File: config.mk
export PLATFORM = sky130hd
export DESIGN_NAME = match_ctrl_flat
export DESIGN_NICKNAME = d
export VERILOG_FILES = /design/src/rtl/game_pkg.sv /design/src/rtl/match_ctrl_if.sv /design/src/rtl/rise_detect.sv /design/src/rtl/match_ctrl.sv /design/src/flat_wrapper.sv
export SDC_FILE = /design/constraint.sdc
export NUM_CORES = 1
export LEC_CHECK = 0
export ABC_AREA = 0
export ABC_CLOCK_PERIOD_IN_PS = 3000
export BUFFER_PORTS_ARGS = -buffer_cell sky130_fd_sc_hd__buf_4
export CAP_MARGIN = 20
export CORE_ASPECT_RATIO = 1.4
export CORE_MARGIN = 4
export CORE_UTILIZATION = 60
export CTS_CLUSTER_SIZE = 24
export DETAILED_ROUTE_END_ITERATION = 6
export GPL_ROUTABILITY_DRIVEN = 0
export PLACE_DENSITY = 0.87
export SLEW_MARGIN = 20
export SYNTH_ARGS = -nofsm -noshare
export SYNTH_HDL_FRONTEND = slang
export SYNTH_SLANG_ARGS = --single-unit
File: constraint.sdc
create_clock -name clk -period 3 [get_ports clk]
set_clock_uncertainty 0.15 [all_clocks]
set_input_delay 0.6 -clock clk [delete_from_list [all_inputs] [get_ports clk]]
set_output_delay 0.6 -clock clk [all_outputs]
set_load 0.02 [all_outputs]
File: src/rtl/game_pkg.sv
// Shared types for the volleyball game-flow sequencer: FSM states, side and
// winner encodings, and the default score width.
package game_pkg;

   localparam int SCORE_W = 4;

   typedef enum logic [2:0] {
      IDLE  = 3'd0,
      SERVE = 3'd1,
      RALLY = 3'd2,
      POINT = 3'd3,
      OVER  = 3'd4
   } state_t;

   localparam logic SIDE_P1 = 1'b0;
   localparam logic SIDE_P2 = 1'b1;

   typedef enum logic [1:0] {
      WIN_NONE = 2'b00,
      WIN_P1   = 2'b01,
      WIN_P2   = 2'b10
   } win_t;

endpackage

File: src/rtl/match_ctrl_if.sv
// Signal bundle between the game-flow sequencer (master) and the frame source,
// buttons and physics block around it (slave).
interface match_ctrl_if #(
   parameter int SCORE_W = game_pkg::SCORE_W
);
   logic               frame_tick;
   logic               start_btn;
   logic               point_evt;
   logic [SCORE_W-1:0] p1_score;
   logic [SCORE_W-1:0] p2_score;
   logic               p1_cover;
   logic               p2_cover;
   logic               phys_step;
   logic               match_clr_n;
   logic               fault_p1;
   logic               fault_p2;
   logic               serve_side;
   logic [1:0]         winner;
   logic [2:0]         state;
   logic [7:0]         rally_len;

   modport master (
      input  frame_tick, start_btn, point_evt, p1_score, p2_score, p1_cover, p2_cover,
      output phys_step, match_clr_n, fault_p1, fault_p2, serve_side, winner, state, rally_len
   );

   modport slave (
      output frame_tick, start_btn, point_evt, p1_score, p2_score, p1_cover, p2_cover,
      input  phys_step, match_clr_n, fault_p1, fault_p2, serve_side, winner, state, rally_len
   );
endinterface

File: src/rtl/rise_detect.sv
// One-bit rising-edge detector; the previous value resets to 1 so an input
// already high when reset is released never reports an edge.
module rise_detect (
   input  logic clk,
   input  logic rst_n,
   input  logic d,
   output logic rise
);
   logic prev;

   always_ff @(posedge clk or negedge rst_n) begin
      if (!rst_n) prev <= 1'b1;
      else        prev <= d;
   end

   assign rise = d & ~prev;
endmodule

File: src/rtl/match_ctrl.sv
// Game-flow sequencer: gates the physics step per frame, holds the ball for
// serve and after points, enforces the touch limit and detects match end.
module match_ctrl #(
   parameter int WIN_SCORE    = 7,
   parameter int SERVE_FRAMES = 30,
   parameter int PAUSE_FRAMES = 60,
   parameter int MAX_TOUCHES  = 3,
   parameter int SCORE_W      = game_pkg::SCORE_W
) (
   input logic          clk,
   input logic          rst_n,
   match_ctrl_if.master bus
);
   import game_pkg::*;

   logic start_rise, p1_rise, p2_rise;

   rise_detect u_start (.clk(clk), .rst_n(rst_n), .d(bus.start_btn), .rise(start_rise));
   rise_detect u_p1    (.clk(clk), .rst_n(rst_n), .d(bus.p1_cover),  .rise(p1_rise));
   rise_detect u_p2    (.clk(clk), .rst_n(rst_n), .d(bus.p2_cover),  .rise(p2_rise));

   state_t             st;
   logic               entry;
   logic [7:0]         fcnt;
   logic [2:0]         cnt_p1, cnt_p2;
   logic               last_side;
   logic [SCORE_W-1:0] base_p1, base_p2;
   logic               fault_cause, fault_side;
   logic               clr_n, flt_p1, flt_p2, srv;
   win_t               win;
   logic [7:0]         rlen;

   logic       t1, t2, f1, f2;
   logic [2:0] n1, n2;

   // A simultaneous contact by both players is credited to P1 alone.
   always_comb begin
      t1 = p1_rise;
      t2 = p2_rise & ~p1_rise;
      n1 = (last_side == SIDE_P1) ? cnt_p1 + 3'd1 : 3'd1;
      n2 = (last_side == SIDE_P2) ? cnt_p2 + 3'd1 : 3'd1;
      f1 = t1 && (n1 == 3'(MAX_TOUCHES + 1));
      f2 = t2 && (n2 == 3'(MAX_TOUCHES + 1));
   end

   always_ff @(posedge clk or negedge rst_n) begin
      if (!rst_n) begin
         st          <= IDLE;
         entry       <= 1'b0;
         fcnt        <= 8'd0;
         cnt_p1      <= 3'd0;
         cnt_p2      <= 3'd0;
         last_side   <= SIDE_P1;
         base_p1     <= '0;
         base_p2     <= '0;
         fault_cause <= 1'b0;
         fault_side  <= SIDE_P1;
         clr_n       <= 1'b1;
         flt_p1      <= 1'b0;
         flt_p2      <= 1'b0;
         srv         <= SIDE_P2;
         win         <= WIN_NONE;
         rlen        <= 8'd0;
      end else begin
         clr_n  <= 1'b1;
         flt_p1 <= 1'b0;
         flt_p2 <= 1'b0;
         entry  <= 1'b0;
         if (bus.frame_tick && !entry && (st == SERVE || st == POINT))
            fcnt <= fcnt + 8'd1;
         case (st)
            IDLE: begin
               if (start_rise) begin
                  clr_n <= 1'b0;
                  srv   <= SIDE_P2;
                  st    <= SERVE;
                  entry <= 1'b1;
                  fcnt  <= 8'd0;
               end
            end
            SERVE: begin
               cnt_p1    <= 3'd0;
               cnt_p2    <= 3'd0;
               last_side <= SIDE_P1;
               rlen      <= 8'd0;
               // Scores are frozen outside a rally; the scorer is whoever moved off this base.
               base_p1   <= bus.p1_score;
               base_p2   <= bus.p2_score;
               if (fcnt == 8'(SERVE_FRAMES)) begin
                  st    <= RALLY;
                  entry <= 1'b1;
                  fcnt  <= 8'd0;
               end
            end
            RALLY: begin
               if (t1) begin
                  cnt_p1    <= n1;
                  last_side <= SIDE_P1;
               end else if (t2) begin
                  cnt_p2    <= n2;
                  last_side <= SIDE_P2;
               end
               if ((t1 || t2) && rlen != 8'hFF) rlen <= rlen + 8'd1;
               if (bus.point_evt) begin
                  fault_cause <= 1'b0;
                  st          <= POINT;
                  entry       <= 1'b1;
                  fcnt        <= 8'd0;
               end else if (f1 || f2) begin
                  flt_p1      <= f1;
                  flt_p2      <= f2;
                  fault_cause <= 1'b1;
                  fault_side  <= f1 ? SIDE_P1 : SIDE_P2;
                  st          <= POINT;
                  entry       <= 1'b1;
                  fcnt        <= 8'd0;
               end
            end
            POINT: begin
               // Sampled at the end of the entry cycle so the physics scores have settled.
               if (entry)
                  srv <= fault_cause ? ~fault_side
                                     : ((bus.p2_score != base_p2) ? SIDE_P2 : SIDE_P1);
               if (fcnt == 8'(PAUSE_FRAMES)) begin
                  entry <= 1'b1;
                  fcnt  <= 8'd0;
                  if (bus.p1_score >= SCORE_W'(WIN_SCORE)) begin
                     win <= WIN_P1;
                     st  <= OVER;
                  end else if (bus.p2_score >= SCORE_W'(WIN_SCORE)) begin
                     win <= WIN_P2;
                     st  <= OVER;
                  end else begin
                     st  <= SERVE;
                  end
               end
            end
            OVER: begin
               if (start_rise) begin
                  clr_n <= 1'b0;
                  win   <= WIN_NONE;
                  srv   <= SIDE_P2;
                  st    <= SERVE;
                  entry <= 1'b1;
                  fcnt  <= 8'd0;
               end
            end
            default: st <= IDLE;
         endcase
      end
   end

   assign bus.phys_step   = (st == RALLY) & bus.frame_tick;
   assign bus.match_clr_n = clr_n;
   assign bus.fault_p1    = flt_p1;
   assign bus.fault_p2    = flt_p2;
   assign bus.serve_side  = srv;
   assign bus.winner      = win;
   assign bus.state       = st;
   assign bus.rally_len   = rlen;
endmodule

File: src/flat_wrapper.sv
// flat-port wrapper written by rule: the top's interface ports become plain ports
module match_ctrl_flat import game_pkg::*;
#(
   parameter int WIN_SCORE    = 7,
   parameter int SERVE_FRAMES = 30,
   parameter int PAUSE_FRAMES = 60,
   parameter int MAX_TOUCHES  = 3,
   parameter int SCORE_W      = game_pkg::SCORE_W
)
  (clk, rst_n, bus_frame_tick, bus_start_btn, bus_point_evt, bus_p1_score, bus_p2_score, bus_p1_cover, bus_p2_cover, bus_phys_step, bus_match_clr_n, bus_fault_p1, bus_fault_p2, bus_serve_side, bus_winner, bus_state, bus_rally_len);
  match_ctrl_if #(.SCORE_W(SCORE_W)) bus_i ();
  input logic clk;
  input logic rst_n;
  input wire logic [$bits(bus_i.frame_tick)-1:0] bus_frame_tick;
  input wire logic [$bits(bus_i.start_btn)-1:0] bus_start_btn;
  input wire logic [$bits(bus_i.point_evt)-1:0] bus_point_evt;
  input wire logic [$bits(bus_i.p1_score)-1:0] bus_p1_score;
  input wire logic [$bits(bus_i.p2_score)-1:0] bus_p2_score;
  input wire logic [$bits(bus_i.p1_cover)-1:0] bus_p1_cover;
  input wire logic [$bits(bus_i.p2_cover)-1:0] bus_p2_cover;
  output wire logic [$bits(bus_i.phys_step)-1:0] bus_phys_step;
  output wire logic [$bits(bus_i.match_clr_n)-1:0] bus_match_clr_n;
  output wire logic [$bits(bus_i.fault_p1)-1:0] bus_fault_p1;
  output wire logic [$bits(bus_i.fault_p2)-1:0] bus_fault_p2;
  output wire logic [$bits(bus_i.serve_side)-1:0] bus_serve_side;
  output wire logic [$bits(bus_i.winner)-1:0] bus_winner;
  output wire logic [$bits(bus_i.state)-1:0] bus_state;
  output wire logic [$bits(bus_i.rally_len)-1:0] bus_rally_len;
  assign bus_i.frame_tick = bus_frame_tick;
  assign bus_i.start_btn = bus_start_btn;
  assign bus_i.point_evt = bus_point_evt;
  assign bus_i.p1_score = bus_p1_score;
  assign bus_i.p2_score = bus_p2_score;
  assign bus_i.p1_cover = bus_p1_cover;
  assign bus_i.p2_cover = bus_p2_cover;
  assign bus_phys_step = bus_i.phys_step;
  assign bus_match_clr_n = bus_i.match_clr_n;
  assign bus_fault_p1 = bus_i.fault_p1;
  assign bus_fault_p2 = bus_i.fault_p2;
  assign bus_serve_side = bus_i.serve_side;
  assign bus_winner = bus_i.winner;
  assign bus_state = bus_i.state;
  assign bus_rally_len = bus_i.rally_len;
  match_ctrl #(.WIN_SCORE(WIN_SCORE), .SERVE_FRAMES(SERVE_FRAMES), .PAUSE_FRAMES(PAUSE_FRAMES), .MAX_TOUCHES(MAX_TOUCHES), .SCORE_W(SCORE_W)) u_core (.clk(clk), .rst_n(rst_n), .bus(bus_i));
endmodule
# Yosys cells after proc, flatten, opt, wreduce, memory -nomap -nowiden
# Cells that the tools add are included.
dict set report word_totals {
  reg_bits 42
  in_bits 15
  out_inout_bits 18
  wordCells 135
}
dict set report classes {
  addsub 4
  order_cmp 2
  eq_ne 22
  muxes 54
  bitwise_logic 11
  reduce_logical 24
}
# operator count
set ops {}
lappend ops {{8-bit two-way mux} 7}
lappend ops {{3-bit two-way mux} 12}
lappend ops {{8-bit one-hot mux with 4 select lines} 1}
lappend ops {{1-bit two-way mux} 22}
lappend ops {{8-bit by 1-bit adder with 8-bit output (second input constant)} 2}
lappend ops {{8-bit one-hot mux with 2 select lines} 1}
lappend ops {{2-bit by 1-bit != test with 1-bit output (second input constant)} 6}
lappend ops {{3-bit one-hot mux with 2 select lines} 2}
lappend ops {{3-bit one-hot mux with 4 select lines} 1}
lappend ops {{3-bit == test (second input constant)} 3}
lappend ops {{3-bit AND reduction} 3}
lappend ops {{8-bit by 5-bit == test with 1-bit output (second input constant)} 1}
lappend ops {{8-bit by 6-bit == test with 1-bit output (second input constant)} 1}
lappend ops {{4-bit by 3-bit greater-or-equal comparator with 1-bit output (second input constant)} 2}
lappend ops {{2-bit two-way mux} 4}
lappend ops {{8-bit != test (second input constant)} 1}
lappend ops {{2-bit AND reduction} 4}
lappend ops {{4-bit AND reduction} 2}
lappend ops {{2-bit nonzero test} 4}
lappend ops {{3-bit by 1-bit adder with 3-bit output (second input constant)} 2}
lappend ops {{3-bit by 2-bit == test with 1-bit output (second input constant)} 2}
lappend ops {{2-bit != test (second input constant)} 3}
lappend ops {{1-bit NOT} 6}
lappend ops {{1-bit AND} 5}
lappend ops {{other kinds (13)} 20}

# Depth between registers and ports, before layout
dict set report logic_depth {
  depth_word 9
  mapped_depth 7
  depth_no_buf 6
}

# Hierarchy
# A second synthesis with hierarchy kept.
dict set report unflattened {
  hier_cells 231
  area_unflattened_um2 2302.2
}
# module instances cells_each area_each_um2 seq_area_each_um2
set modules_own_cells {}
lappend modules_own_cells {match_ctrl 1 225 2182.1 978.4}
lappend modules_own_cells {rise_detect 3 2 40.0 26.3}

# Worst setup path before layout
# OpenSTA, ideal clock, no wires.
dict set report synth_timing {
  path_type {in2reg}
  start {input port bus_p2_cover}
  end {register u_core.fcnt[0]}
  setup_ns 0.140
  arrival_time_ns 1.842
  t_required_ns 2.710
  setup_slack_ns 0.868
  cell_stages 5
  n_path_buf 0
  path_cell_list {nor2b_1 > nor4b_2 > a21oi_2 > a2111oi_4 > nor2_1}
}
dict set report synth_between {
  elab_chain_len 7
}
# element line_no
set synth_lines {}
lappend synth_lines {{start, declared} flat_wrapper.sv:20} ;# input wire logic [$bits(bus_i.p2_cover)-1:0] bus_p2_cover;
lappend synth_lines {{1-bit AND} rise_detect.sv:16} ;# assign rise = d & ~prev;
lappend synth_lines {{1-bit AND} match_ctrl.sv:39} ;# t2 = p2_rise & ~p1_rise;
lappend synth_lines {{1-bit logical AND} match_ctrl.sv:43} ;# f2 = t2 && (n2 == 3'(MAX_TOUCHES + 1));
lappend synth_lines {{1-bit logical OR} match_ctrl.sv:109} ;# end else if (f1 || f2) begin
lappend synth_lines {{8-bit two-way mux} match_ctrl.sv:109}
lappend synth_lines {{8-bit two-way mux} match_ctrl.sv:104} ;# if (bus.point_evt) begin
lappend synth_lines {{8-bit one-hot mux with 4 select lines} match_ctrl.sv:71} ;# case (st)
lappend synth_lines {{end signal, assigned} match_ctrl.sv:70} ;# fcnt <= fcnt + 8'd1;
lappend synth_lines {{end, declared} match_ctrl.sv:24} ;# logic [7:0] fcnt;
# No other way between the ends.
# A chain may end at the register's enable or synchronous reset.

# Final worst setup path
dict set report layout_timing {
  start {register u_core.st[1], in the netlist u_core.bus.state[1]}
  end {output port bus_phys_step}
}
dict set report layout_between {
  elab_chain_len 2
}
# element line_no
set layout_lines {}
lappend layout_lines {{start, declared} match_ctrl.sv:22} ;# state_t st;
lappend layout_lines {{start signal, assigned} match_ctrl.sv:48} ;# st <= IDLE;
lappend layout_lines {{start signal, assigned} match_ctrl.sv:76} ;# st <= SERVE;
lappend layout_lines {{start signal, assigned} match_ctrl.sv:90} ;# st <= RALLY;
lappend layout_lines {{3-bit by 2-bit == test with 1-bit output} match_ctrl.sv:153} ;# assign bus.phys_step = (st == RALLY) & bus.frame_tick;
lappend layout_lines {{1-bit AND} match_ctrl.sv:153}
lappend layout_lines {{end, declared} flat_wrapper.sv:21} ;# output wire logic [$bits(bus_i.phys_step)-1:0] bus_phys_step;
# No other way between the ends.

==> impl_metrics.toml <==
[timing]
grt_setup_unrepaired = "false"
fmax_mhz = 419
final_hold_viol_count = 0
hold_ws_ps = 134
relSlewSlack = 0.613
finalMaxSlewViolations = 0
fin_crit_sh = 0.796
period_minus_slack_ps = 2390
tightest_slew_ps = 580
setup_viol = 0
tns_ps = 0

[routing]
routedWlPerCell_um = 15.5
first_iter_violations = 32
first_pass_iters = 4
num_vias = 1619
ant_nets = 0
drc = 0
drt-total-wl_um = 4370
vias_per_cell = 5.74

[floorplan]
pin_count = 33
rows = 25
die-area_um2 = 4580
die_w_um = 58.3
core_um2 = 3410
start_util = 0.624
die_h_um = 78.5

[clock_tree]
clk-insertion-delay-late_ps = 300
htreeDepth = 2
clk_pin_slew_ps = 80
cts_setup_buffers = 0
cts_resized = 0
clock_path_buffers = 2
cts_buffers = 5
cts.sinks = 42
ctsHoldBuffers = 0
root_buffer = "clkbuf_8"
cts_tree = "built"

[cells_and_area]
synthToLayoutAreaGrowth_pct = 17.0
antennaDiodeCount = 0
n_fill_cell = 266
drive_above_1_share = 0.248
seq_area_um2 = 1060
multiInputGateArea_um2 = 1020
final_net_count = 262

[logic_synthesis]
syn_inst = 207
synth.most_common_cell = "dfrtp_1"
syn-num-nets = 228
synth_edf_count = 0
synthArstFlopShare = 1.00
synth_area_um2 = 2130
synth.top_cell.area_share = 0.435
yosys.area.top_type = "dfrtp_1"
yosysUniqueCellTypes = 44
synth_top_cells_by_count = "37 x dfrtp_1, 23 x nand2_1, 21 x nor2_1, 13 x nand3_1, 11 x o21ai_0"
synth_area_leaders = "dfrtp_1 44%, dfstp_2 6.2%, nand2_1 4.1%"
ys_seq_elements = 42
ys_warn_count = 0
synth_ff_type = "dfrtp_1"
syn_avg_cell_area_um2 = 10.3
seq_area_frac_synth = 0.497

[global_routing]
grt_max_degree = 43
use_met1 = 0.262
grtUsageMet2 = 0.368
grt_antenna_before_repair = 0
grt_overflow = 0
grt_usage = 0.218
grt_busiest_layer = "met2"
grt_pass1_vias = 1648
grtUsageMet3 = 0.0362
grt_first_pass_wirelength_um = 7580

[placed_design]
dp_hpwl_um = 3090
port_buffers = 32

[setup_path]
max_stage_delay_ps = 530
crit_chain = "nor3b_4 > and2_1 > buf_4"
setup.worst_path.class = "reg -> out"
cp.required_ps = 2250
endpoint_kind = "output port"
crit_fanout = 10
cp_data_arrival_time_ps = 1640
crit_slowest_cell = "dfrtp_1"
critPathLaunchType = "flop"

[flow_run]
cap_violations = 0

[power_and_ir_drop]
irDropWorstVdd_mv = 0.609
p_per_area_nw_per_um2 = 762
power_leakage_nw = 1.13

[run_status]
run_status = "complete, no violations"

[worst_hold_path]
min_path_type = "in -> async"
## path summary, 6_finish.rpt
path	from	endpoint	slack, ps	cells past startpoint
min in group clk	bus_p2_cover	u_core.u_p2.prev$_DFF_PN1_	260	1
setup reg to reg	u_core.bus.state[2]$_DFFE_PN0P_	u_core.bus.state[2]$_DFFE_PN0P_	650	4
hold reg to reg	u_core.base_p2[2]$_DFFE_PN0P_	u_core.base_p2[2]$_DFFE_PN0P_	360	2
setup / recovery	u_core.bus.state[1]$_DFFE_PN0P_	bus_phys_step	610	3
hold / removal	rst_n	u_core.bus.rally_len[2]$_DFFE_PN0P_	130	1
max in group asynchronous	rst_n	u_core.u_p2.prev$_DFF_PN1_	2200	1
## routing by layer
metal | part of all wire | up-vias
li1 | - | 784
met1 | 0.40 | 784
met2 | 0.54 | 44
met3 | 0.049 | 7
met4 | 0.019 | 0
met5 | 0 | -
## state kept, by name (all words and copies together), names as in the netlist
name / cells
u_core.bus.fault_p1: 1
u_core.bus.winner: 2
u_core.bus.state: 3
u_core.u_start.prev: 1
u_core.cnt_p1: 3
u_core.u_p2.prev: 1
u_core.bus.match_clr_n: 1
u_core.entry: 1
u_core.cnt_p2: 3
u_core.base_p2: 4
u_core.fault_side: 1
u_core.fcnt: 8
u_core.bus.fault_p2: 1
u_core.u_p1.prev: 1
u_core.fault_cause: 1
u_core.bus.serve_side: 1
u_core.last_side: 1
u_core.bus.rally_len: 8
## placed cells by master, fill, tap and decap left out, types with 2 or more instances in the layout
cell type	count
dfrtp_1	37
buf_4	34
nand2_1	23
nor2_1	21
nand3_1	13
o21ai_0	11
xnor2_1	9
a21oi_1	8
xor2_1	7
nor2b_1	7
inv_1	6
ha_1	6
clkbuf_8	6
dfstp_2	5
mux2_2	4
and2_1	3
and3_1	3
nand4_1	3
nor3_2	3
or3_1	3
nor3b_1	2
nand3b_1	2
nor4bb_1	2
nand2b_1	2
a22oi_1	2
clkbuf_1	2
## critical path, delay by kind of cell (launching register included)
family        cells  cell delay, ps
flops             1             530
simple gates      2             670
buf+inv           1             130
## final cells by class
type	count	area share
clock buffer	8	0.0362
multi-input combinational	152	0.408
sequential	42	0.424
tap	40	0.0201
inverter	6	0.00904
timing repair buffer	34	0.102
## where the power goes
group          total [W]  internal (W)  switching (W)
logic           0.000712      0.000299       0.000414
clock network   0.000378      0.000188       0.000191
registers       0.000807      0.000680       0.000127
total            0.00190       0.00117       0.000731
## logic make-up after synthesis
group / synth area share
AOI/OAI and AO/OA: 0.113
xor gates and xnor gates: 0.0658
adders and majority gates: 0.0353
buffers and inverters: 0.0259
DFF: 0.497
muxes: 0.0212
and+or+nand+nor: 0.242
## per-stage QoR
| stage | area [um2] | worst slack [ps] | total power (W) | instances | utilization |
|---|---|---|---|---|---|
| floorplan | 2130 | 868 | 0.00129 | 207 | - |
| global placement | 2400 | 564 | 0.00151 | 274 | 0.704 |
| detailed placement | 2400 | 514 | 0.00153 | 274 | 0.704 |
| CTS | 2490 | 602 | 0.00191 | 282 | 0.731 |
| global route | 2490 | 508 | 0.00203 | 282 | 0.731 |
| finish | 2490 | 613 | 0.00190 | 282 | 0.731 |
No activity file was read; power rests on OpenSTA's default activity.
